**src/rtl/core_ctrl_pkg.sv**
```systemverilog
`default_nettype none
// ============================================================================
//  Module   : core_ctrl_pkg
//  Purpose  : Shared encodings for the multi-cycle RV32I control path: state
//             codes, opcode constants, ALU operation codes, immediate format
//             codes, datapath mux select codes and ALU decode classes.
//  Revision : 1.0 - initial release
// ============================================================================
package core_ctrl_pkg;

    // ---------------- controller state encoding ----------------
    typedef logic [3:0] state_t;

    localparam state_t c_st_fetch    = 4'd0;
    localparam state_t c_st_decode   = 4'd1;
    localparam state_t c_st_mem_addr = 4'd2;
    localparam state_t c_st_mem_rd   = 4'd3;
    localparam state_t c_st_mem_wb   = 4'd4;
    localparam state_t c_st_mem_wr   = 4'd5;
    localparam state_t c_st_exec_r   = 4'd6;
    localparam state_t c_st_exec_i   = 4'd7;
    localparam state_t c_st_alu_wb   = 4'd8;
    localparam state_t c_st_branch   = 4'd9;
    localparam state_t c_st_jal      = 4'd10;
    localparam state_t c_st_jalr     = 4'd11;
    localparam state_t c_st_lui      = 4'd12;
    localparam state_t c_st_halt     = 4'd13;

    // ---------------- opcodes (instr[6:0]) ----------------
    localparam logic [6:0] c_op_load   = 7'b0000011;
    localparam logic [6:0] c_op_store  = 7'b0100011;
    localparam logic [6:0] c_op_rtype  = 7'b0110011;
    localparam logic [6:0] c_op_itype  = 7'b0010011;
    localparam logic [6:0] c_op_branch = 7'b1100011;
    localparam logic [6:0] c_op_jal    = 7'b1101111;
    localparam logic [6:0] c_op_jalr   = 7'b1100111;
    localparam logic [6:0] c_op_lui    = 7'b0110111;

    // ---------------- ALU operation codes ----------------
    localparam logic [2:0] c_aluop_add  = 3'd0;
    localparam logic [2:0] c_aluop_sub  = 3'd1;
    localparam logic [2:0] c_aluop_and  = 3'd2;
    localparam logic [2:0] c_aluop_or   = 3'd3;
    localparam logic [2:0] c_aluop_xor  = 3'd4;
    localparam logic [2:0] c_aluop_slt  = 3'd5;
    localparam logic [2:0] c_aluop_sltu = 3'd6;

    // ---------------- immediate formats ----------------
    localparam logic [2:0] c_ext_i = 3'd0;
    localparam logic [2:0] c_ext_s = 3'd1;
    localparam logic [2:0] c_ext_b = 3'd2;
    localparam logic [2:0] c_ext_j = 3'd3;
    localparam logic [2:0] c_ext_u = 3'd4;

    // ---------------- datapath mux selects ----------------
    localparam logic [1:0] c_asel_pc     = 2'd0;
    localparam logic [1:0] c_asel_oldpc  = 2'd1;
    localparam logic [1:0] c_asel_rd1    = 2'd2;

    localparam logic [1:0] c_bsel_rd2    = 2'd0;
    localparam logic [1:0] c_bsel_imm    = 2'd1;
    localparam logic [1:0] c_bsel_four   = 2'd2;

    localparam logic [1:0] c_res_alureg  = 2'd0;
    localparam logic [1:0] c_res_mem     = 2'd1;
    localparam logic [1:0] c_res_aluout  = 2'd2;
    localparam logic [1:0] c_res_imm     = 2'd3;

    // ---------------- ALU decode classes ----------------
    localparam logic [1:0] c_cls_add   = 2'd0;  // address / PC arithmetic
    localparam logic [1:0] c_cls_sub   = 2'd1;  // branch compare
    localparam logic [1:0] c_cls_rtype = 2'd2;  // register-register op
    localparam logic [1:0] c_cls_itype = 2'd3;  // register-immediate op

    // Branch resolution from the RD1-RD2 flags; unsupported func3 never takes.
    function automatic logic branch_taken(input logic [2:0] f3,
                                          input logic       zero_f,
                                          input logic       neg_f);
        logic taken;
        case (f3)
            3'b000:  taken = zero_f;    // beq
            3'b001:  taken = !zero_f;   // bne
            3'b100:  taken = neg_f;     // blt
            3'b101:  taken = !neg_f;    // bge
            default: taken = 1'b0;
        endcase
        return taken;
    endfunction

endpackage
`default_nettype wire

```
**src/rtl/alu_decoder.sv**
```systemverilog
`default_nettype none
// ============================================================================
//  Module   : alu_decoder
//  Purpose  : Combinational ALU operation select from the controller's decode
//             class and the instruction function fields.
//  Ports    : op_class [1:0] in  - c_cls_* class of the current state
//             func3    [2:0] in  - instr[14:12]
//             func7    [6:0] in  - instr[31:25] (only bit 5 is meaningful)
//             aluop    [2:0] out - c_aluop_* code
//  Revision : 1.0 - initial release
// ============================================================================
module alu_decoder
    import core_ctrl_pkg::*;
(
    input  logic [1:0] op_class,
    input  logic [2:0] func3,
    input  logic [6:0] func7,
    output logic [2:0] aluop
);

    // Only func7[5] selects SUB; the remaining bits are don't-care here.
    logic w_unused_func7;
    assign w_unused_func7 = ^{func7[6], func7[4:0]};

    always_comb begin
        aluop = c_aluop_add;
        case (op_class)
            c_cls_sub: aluop = c_aluop_sub;
            c_cls_rtype, c_cls_itype: begin
                case (func3)
                    // Immediate forms have no SUB: func7 is not an opcode field there.
                    3'b000:  aluop = (op_class == c_cls_rtype && func7[5]) ? c_aluop_sub
                                                                            : c_aluop_add;
                    3'b111:  aluop = c_aluop_and;
                    3'b110:  aluop = c_aluop_or;
                    3'b100:  aluop = c_aluop_xor;
                    3'b010:  aluop = c_aluop_slt;
                    3'b011:  aluop = c_aluop_sltu;
                    default: aluop = c_aluop_add;
                endcase
            end
            default: aluop = c_aluop_add;
        endcase
    end

endmodule
`default_nettype wire

```
**src/rtl/multi_cycle_controller.sv**
```systemverilog
`default_nettype none
// ============================================================================
//  Module   : multi_cycle_controller
//  Purpose  : Multi-cycle RV32I control FSM. Sequences fetch / decode /
//             address / execute / writeback over one shared memory and ALU
//             and produces every datapath select and enable.
//  Ports    : clk, rst (sync, active-low)
//             op[6:0], func3[2:0], func7[6:0]  - instruction fields
//             zero, neg                        - ALU flags (used in BRANCH)
//             pcwrite, adrsel, irwrite, wedata, wereg      - enables / selects
//             alusela[1:0], aluselb[1:0], aluop[2:0]       - ALU control
//             extend_func[2:0], resultsel[1:0]             - imm / result
//             instr_done, halted                           - status
//  Revision : 1.0 - initial release
// ============================================================================
module multi_cycle_controller
    import core_ctrl_pkg::*;
#(
    parameter int MEM_LAT  = 0,     // extra wait cycles per memory access, 0..15
    parameter bit HALT_ILL = 1'b1   // 1: illegal opcode halts, 0: treated as NOP
) (
    input  logic       clk,
    input  logic       rst,
    input  logic [6:0] op,
    input  logic [2:0] func3,
    input  logic [6:0] func7,
    input  logic       zero,
    input  logic       neg,
    output logic       pcwrite,
    output logic       adrsel,
    output logic       irwrite,
    output logic       wedata,
    output logic       wereg,
    output logic [1:0] alusela,
    output logic [1:0] aluselb,
    output logic [2:0] aluop,
    output logic [2:0] extend_func,
    output logic [1:0] resultsel,
    output logic       instr_done,
    output logic       halted
);

    localparam logic [3:0] c_mem_lat = 4'(MEM_LAT);

    state_t     r_state;
    state_t     w_next;
    logic [3:0] r_wait;
    // Low for the first cycle after reset release: the controller idles in
    // FETCH with all outputs quiet before starting the first fetch.
    logic       r_live;

    logic       w_on;
    logic       w_wait_state;
    logic       w_wait_done;
    logic       w_count;
    logic [1:0] w_class;
    logic [2:0] w_dec_aluop;

    assign w_on         = rst && r_live;
    assign w_wait_state = (r_state == c_st_fetch)  ||
                          (r_state == c_st_mem_rd) ||
                          (r_state == c_st_mem_wr);
    assign w_wait_done  = (r_wait == c_mem_lat);
    assign w_count      = w_wait_state && r_live && !w_wait_done;

    // ---------------- state register and wait counter ----------------
    always_ff @(posedge clk) begin
        if (!rst) begin
            r_state <= c_st_fetch;
            r_wait  <= 4'd0;
            r_live  <= 1'b0;
        end else begin
            r_live  <= 1'b1;
            r_state <= w_next;
            if (w_next != r_state) begin
                r_wait <= 4'd0;
            end else if (w_count) begin
                r_wait <= r_wait + 4'd1;
            end
        end
    end

    // ---------------- next state ----------------
    always_comb begin
        w_next = r_state;
        case (r_state)
            c_st_fetch:    if (r_live && w_wait_done) w_next = c_st_decode;
            c_st_decode: begin
                case (op)
                    c_op_load, c_op_store: w_next = c_st_mem_addr;
                    c_op_rtype:            w_next = c_st_exec_r;
                    c_op_itype:            w_next = c_st_exec_i;
                    c_op_branch:           w_next = c_st_branch;
                    c_op_jal:              w_next = c_st_jal;
                    c_op_jalr:             w_next = c_st_jalr;
                    c_op_lui:              w_next = c_st_lui;
                    default:               w_next = HALT_ILL ? c_st_halt : c_st_fetch;
                endcase
            end
            c_st_mem_addr: w_next = (op == c_op_store) ? c_st_mem_wr : c_st_mem_rd;
            c_st_mem_rd:   if (w_wait_done) w_next = c_st_mem_wb;
            c_st_mem_wb:   w_next = c_st_fetch;
            c_st_mem_wr:   if (w_wait_done) w_next = c_st_fetch;
            c_st_exec_r:   w_next = c_st_alu_wb;
            c_st_exec_i:   w_next = c_st_alu_wb;
            c_st_alu_wb:   w_next = c_st_fetch;
            c_st_branch:   w_next = c_st_fetch;
            c_st_jal:      w_next = c_st_alu_wb;
            c_st_jalr:     w_next = c_st_alu_wb;
            c_st_lui:      w_next = c_st_fetch;
            c_st_halt:     w_next = c_st_halt;
            default:       w_next = c_st_fetch;
        endcase
    end

    // ---------------- ALU operation decode ----------------
    always_comb begin
        w_class = c_cls_add;
        case (r_state)
            c_st_exec_r: w_class = c_cls_rtype;
            c_st_exec_i: w_class = c_cls_itype;
            c_st_branch: w_class = c_cls_sub;
            default:     w_class = c_cls_add;
        endcase
    end

    alu_decoder u_alu_decoder (
        .op_class (w_class),
        .func3    (func3),
        .func7    (func7),
        .aluop    (w_dec_aluop)
    );

    // ---------------- output decode ----------------
    // Everything is forced quiet while rst is low (so an aborted instruction
    // cannot write) and during the idle cycle after release.
    always_comb begin
        pcwrite     = 1'b0;
        adrsel      = 1'b0;
        irwrite     = 1'b0;
        wedata      = 1'b0;
        wereg       = 1'b0;
        alusela     = c_asel_pc;
        aluselb     = c_bsel_rd2;
        aluop       = c_aluop_add;
        extend_func = c_ext_i;
        resultsel   = c_res_alureg;
        instr_done  = 1'b0;
        halted      = 1'b0;
        if (w_on) begin
            case (r_state)
                c_st_fetch: begin
                    // PC+4 is computed every fetch cycle; IR and PC load once
                    // the memory has delivered the instruction.
                    alusela   = c_asel_pc;
                    aluselb   = c_bsel_four;
                    aluop     = w_dec_aluop;
                    resultsel = c_res_aluout;
                    irwrite   = w_wait_done;
                    pcwrite   = w_wait_done;
                end
                c_st_decode: begin
                    // Branch target precomputed here, consumed by BRANCH.
                    alusela     = c_asel_oldpc;
                    aluselb     = c_bsel_imm;
                    aluop       = w_dec_aluop;
                    extend_func = c_ext_b;
                end
                c_st_mem_addr: begin
                    alusela     = c_asel_rd1;
                    aluselb     = c_bsel_imm;
                    aluop       = w_dec_aluop;
                    extend_func = (op == c_op_store) ? c_ext_s : c_ext_i;
                end
                c_st_mem_rd: begin
                    adrsel = 1'b1;
                end
                c_st_mem_wb: begin
                    resultsel  = c_res_mem;
                    wereg      = 1'b1;
                    instr_done = 1'b1;
                end
                c_st_mem_wr: begin
                    adrsel     = 1'b1;
                    wedata     = w_wait_done;
                    instr_done = w_wait_done;
                end
                c_st_exec_r: begin
                    alusela = c_asel_rd1;
                    aluselb = c_bsel_rd2;
                    aluop   = w_dec_aluop;
                end
                c_st_exec_i: begin
                    alusela     = c_asel_rd1;
                    aluselb     = c_bsel_imm;
                    aluop       = w_dec_aluop;
                    extend_func = c_ext_i;
                end
                c_st_alu_wb: begin
                    resultsel  = c_res_alureg;
                    wereg      = 1'b1;
                    instr_done = 1'b1;
                end
                c_st_branch: begin
                    alusela    = c_asel_rd1;
                    aluselb    = c_bsel_rd2;
                    aluop      = w_dec_aluop;
                    resultsel  = c_res_alureg;
                    pcwrite    = branch_taken(func3, zero, neg);
                    instr_done = 1'b1;
                end
                c_st_jal: begin
                    alusela     = c_asel_oldpc;
                    aluselb     = c_bsel_imm;
                    aluop       = w_dec_aluop;
                    extend_func = c_ext_j;
                    resultsel   = c_res_aluout;
                    pcwrite     = 1'b1;
                end
                c_st_jalr: begin
                    // The datapath clears bit 0 of the jump target.
                    alusela     = c_asel_rd1;
                    aluselb     = c_bsel_imm;
                    aluop       = w_dec_aluop;
                    extend_func = c_ext_i;
                    resultsel   = c_res_aluout;
                    pcwrite     = 1'b1;
                end
                c_st_lui: begin
                    extend_func = c_ext_u;
                    resultsel   = c_res_imm;
                    wereg       = 1'b1;
                    instr_done  = 1'b1;
                end
                c_st_halt: begin
                    halted = 1'b1;
                end
                default: begin
                    halted = 1'b0;
                end
            endcase
        end
    end

endmodule
`default_nettype wire
```
**config.mk**
```make
export PLATFORM = sky130hd
export DESIGN_NAME = multi_cycle_controller
export DESIGN_NICKNAME = d
export VERILOG_FILES = /design/src/rtl/core_ctrl_pkg.sv /design/src/rtl/alu_decoder.sv /design/src/rtl/multi_cycle_controller.sv
export SDC_FILE = /design/constraint.sdc
export NUM_CORES = 1
export LEC_CHECK = 0
export CORE_AREA = 2 2 63 65
export CTS_BUF_LIST = sky130_fd_sc_hd__clkbuf_16
export DETAILED_ROUTE_END_ITERATION = 10
export DIE_AREA = 0 0 65 67
export SLEW_MARGIN = 20
export SYNTH_ARGS = -nofsm -noshare
export SYNTH_HDL_FRONTEND = slang
export SYNTH_HIERARCHICAL = 1
export SYNTH_SLANG_ARGS = --single-unit
```
**constraint.sdc**
```tcl
create_clock -name clk -period 2.6 [get_ports clk]
set_clock_uncertainty 0.1 [all_clocks]
set_input_delay 0.26 -clock clk [delete_from_list [all_inputs] [get_ports clk]]
set_output_delay 0.26 -clock clk [all_outputs]
set_load 0.01 [all_outputs]
```
==> results_dict.tcl <==
set metrics [dict create \
    status "complete, no violations" \
    holdBufCountCts 0 \
    hold_class "flip-flop to flip-flop" \
    finish.instance_area_mm2 0.00159 \
    netlist.area_leader.share 0.167 \
    fin_tns_setup_ns 0 \
    synthesis.nets 177 \
    grt_pass1_vias 1146 \
    synth-async-reset-ratio 0 \
    clkTransAtPathRegs_ns 0.04 \
    clkPwrFrac 0.383 \
    synth_area_mm2 0.00108 \
    post-route-drc-count 0 \
    antenna_found_initial 0 \
    hold_viol 0 \
    relSlewSlack 0.595 \
    cts_buffers 3 \
    dpl_cell_area_mm2 0.00149 \
    coreArea_mm2 0.00361 \
    final_nets 214 \
    maxSlewViolCount 0 \
    die_y_um 67 \
    drv_cap 0 \
    p_seq_frac 0.230 \
    synthToLayoutAreaGrowth_pct 47.2 \
    clock_tree.root_cell "clkbuf_16" \
    grt_overflow_total 0 \
    critPathLaunch "r_state[0]" \
    yosysSeqAreaShare 0.167 \
    vias_per_cell 5.17 \
    rrSetupSlack_ns 0.46 \
    worstSetupEndpointType "primary output" \
    arrival_ns 2.11 \
    num_antenna_cells 0 \
    fin_crit_sh 0.951 \
    worstMarginPinSlew_ns 0.605 \
    p_total_mw 0.719 \
    first_pass_iters 4 \
    hold_start "r_wait[1]" \
    p_int_mw 0.484 \
    rsz0062_at_grt "false" \
    grt_pass1_wl_mm 5.12 \
    row_count 22 \
    min_period_ns 2.47 \
    synth-edff-count 0 \
    reg2reg_depth 6 \
    start_kind "flip-flop" \
    h-tree-depth 1 \
    synth-warning-count 6 \
    grt_max_degree 24 \
    final_cells 238 \
    synthFlopType "dfxtp_1" \
    drive_gt1_frac 0.100 \
    wire_per_inst_um 12.7 \
    port_buffers 33 \
    switching_share 0.327 \
    ant_nets 0 \
    clockBufferDepth 2 \
    routed_wl_mm 3.03 \
    tritoncts "built" \
    hpwl_mm 2.38 \
    r2r-end "r_wait[2]" \
    syn_inst 154 \
    grtUsageTotal 0.149 \
    hold-path-cell-count 2 \
    initial_core_util 0.299 \
    yosys.cell_types.count 45 \
    synth_seq_cells 9 \
    cts_sinks 9 \
    synth.area.top_cells "dfxtp_1 17%, nand2b_1 5.2%, nor2_1 5.2%" \
    fp.dieW_um 65 \
    required_ns 2.24 \
    place.gp.congestion 0.846 \
    final_util 0.441 \
    clock.fmax_ghz 0.404 \
    io_pins 40 \
    vdd_drop_max_v 0.000232 \
    vias 1230 \
    min_to "r_wait[1]" \
    drt_iter0_markers 78 \
    die_area_mm2 0.00436 \
    worstPathMaxFanout 14 \
    combPwrFrac 0.387 \
    worstSetupPathType "flip-flop to primary output" \
    synth_top_area_cell "dfxtp_1" \
    setup_viol 0 \
    place_inst 234 \
    insertion_delay_ns 0.24 \
    power_leakage_nw 0.598 \
    avgSynthCellArea_um2 7.01 \
    r2r-start "r_wait[0]" \
    power.density_mw_per_mm2 453 \
    switchingPower_mw 0.236 \
]
[critical path, cell delays in order (launching register included)]
cell and delay (ns):
dfxtp_1 0.61, nand2b_1 0.18, nor4b_1 0.26, nand2_1 0.09, a31oi_1 0.17, clkdlybuf4s50_1 0.56
[logic make-up after synthesis]
family / count (synthesis) / share of synthesized area
AO/OA/AOI/OAI: 37 / 0.228
XOR/XNOR: 4 / 0.0324
adder cells (fa/ha/maj): 2 / 0.0232
buffers and inverters: 15 / 0.0556
flip-flops: 9 / 0.167
multiplexers: 6 / 0.0568
AND/OR/NAND/NOR: 81 / 0.437
[Yosys cell counts (4+ instances only)]
| master | count |
|---|---|
| o21ai_0 | 4 |
| mux2i_1 | 5 |
| inv_1 | 6 |
| dfxtp_1 | 9 |
| nor4_1 | 7 |
| nand2b_1 | 9 |
| a21oi_1 | 11 |
| nand2_1 | 11 |
| xnor2_1 | 4 |
| nor2b_1 | 7 |
| and2_1 | 6 |
| nor2_1 | 15 |
| nor3_1 | 7 |
| clkbuf_1 | 5 |
| nand3_1 | 5 |
[metrics by stage]
step,setup WS [ns],hold slack (ns)
floorplan,0.610,0.188
global placement,0.195,0.457
global route,0.0170,0.511
finish,0.128,0.460
CTS,0.0155,0.465
detailed placement,0.148,0.459
[flip-flops by register name, indices dropped and copies added, names as in the netlist]
signal	flops
r_live	1
r_state	4
r_wait	4
[cells in the final DEF (no fill, tap or decap), types with 2 or more instances in the layout]
cell              n
nor2_1           15
buf_4             7
a211o_1           2
o21bai_1          2
nand3_1           5
o22ai_1           3
inv_1             7
nand2b_1          9
o211a_1           3
a31oi_1           2
and2_1            6
xnor2_1           4
nand2_1          11
dfxtp_1           8
nor3_1            7
nor4_1            7
mux2i_1           5
a21oi_1          11
and4b_1           2
nor3b_1           3
clkbuf_16         3
clkdlybuf4s50_1  32
ha_1              2
o21ai_0           4
nor2b_1           7
[routing by layer]
metal,GRT usage,part of all wire,wire (um),vias to the layer above
met4,0.0479,0.013,40,0
met5,0,0,0,-
met2,0.268,0.48,1450,26
met3,0.0186,0.035,106,5
li1,-,-,-,636
met1,0.184,0.47,1440,563
[final cells by class]
type / instances / area, um2
fillers: 358 / 2020
multi-input cells: 130 / 850
repair buffers: 41 / 397
flip-flops and latches: 9 / 181
clock buffers: 3 / 75.1
well taps: 48 / 60.1
inverters: 6 / 22.5
clock inverters: 1 / 3.75
[power by group through the flow]
stage / clock network (mW) / registers [mW] / logic [mW]
after floorplan: 0 / 0.158 / 0.180
after global placement: 0 / 0.167 / 0.269
after detailed placement: 0 / 0.166 / 0.273
after CTS: 0.278 / 0.164 / 0.277
after global routing: 0.283 / 0.167 / 0.308
final: 0.275 / 0.166 / 0.278
[how the worst max path moves through the flow]
stage / cells after the start / endpoint / slack (ns)
floorplan: 10 / aluop[0] / 0.61
global placement: 6 / extend_func[0] / 0.20
detailed placement: 6 / extend_func[0] / 0.15
CTS: 7 / instr_done / 0.02
global route: 5 / pcwrite / 0.02
finish: 5 / pcwrite / 0.13
[repair_timing]
item,in CTS,in global routing
endpoints found under the setup margin,1,3
gates resized for setup,1,4
setup buffers,0,0
cloned,0,0
Power figures use the tool's default switching activity.
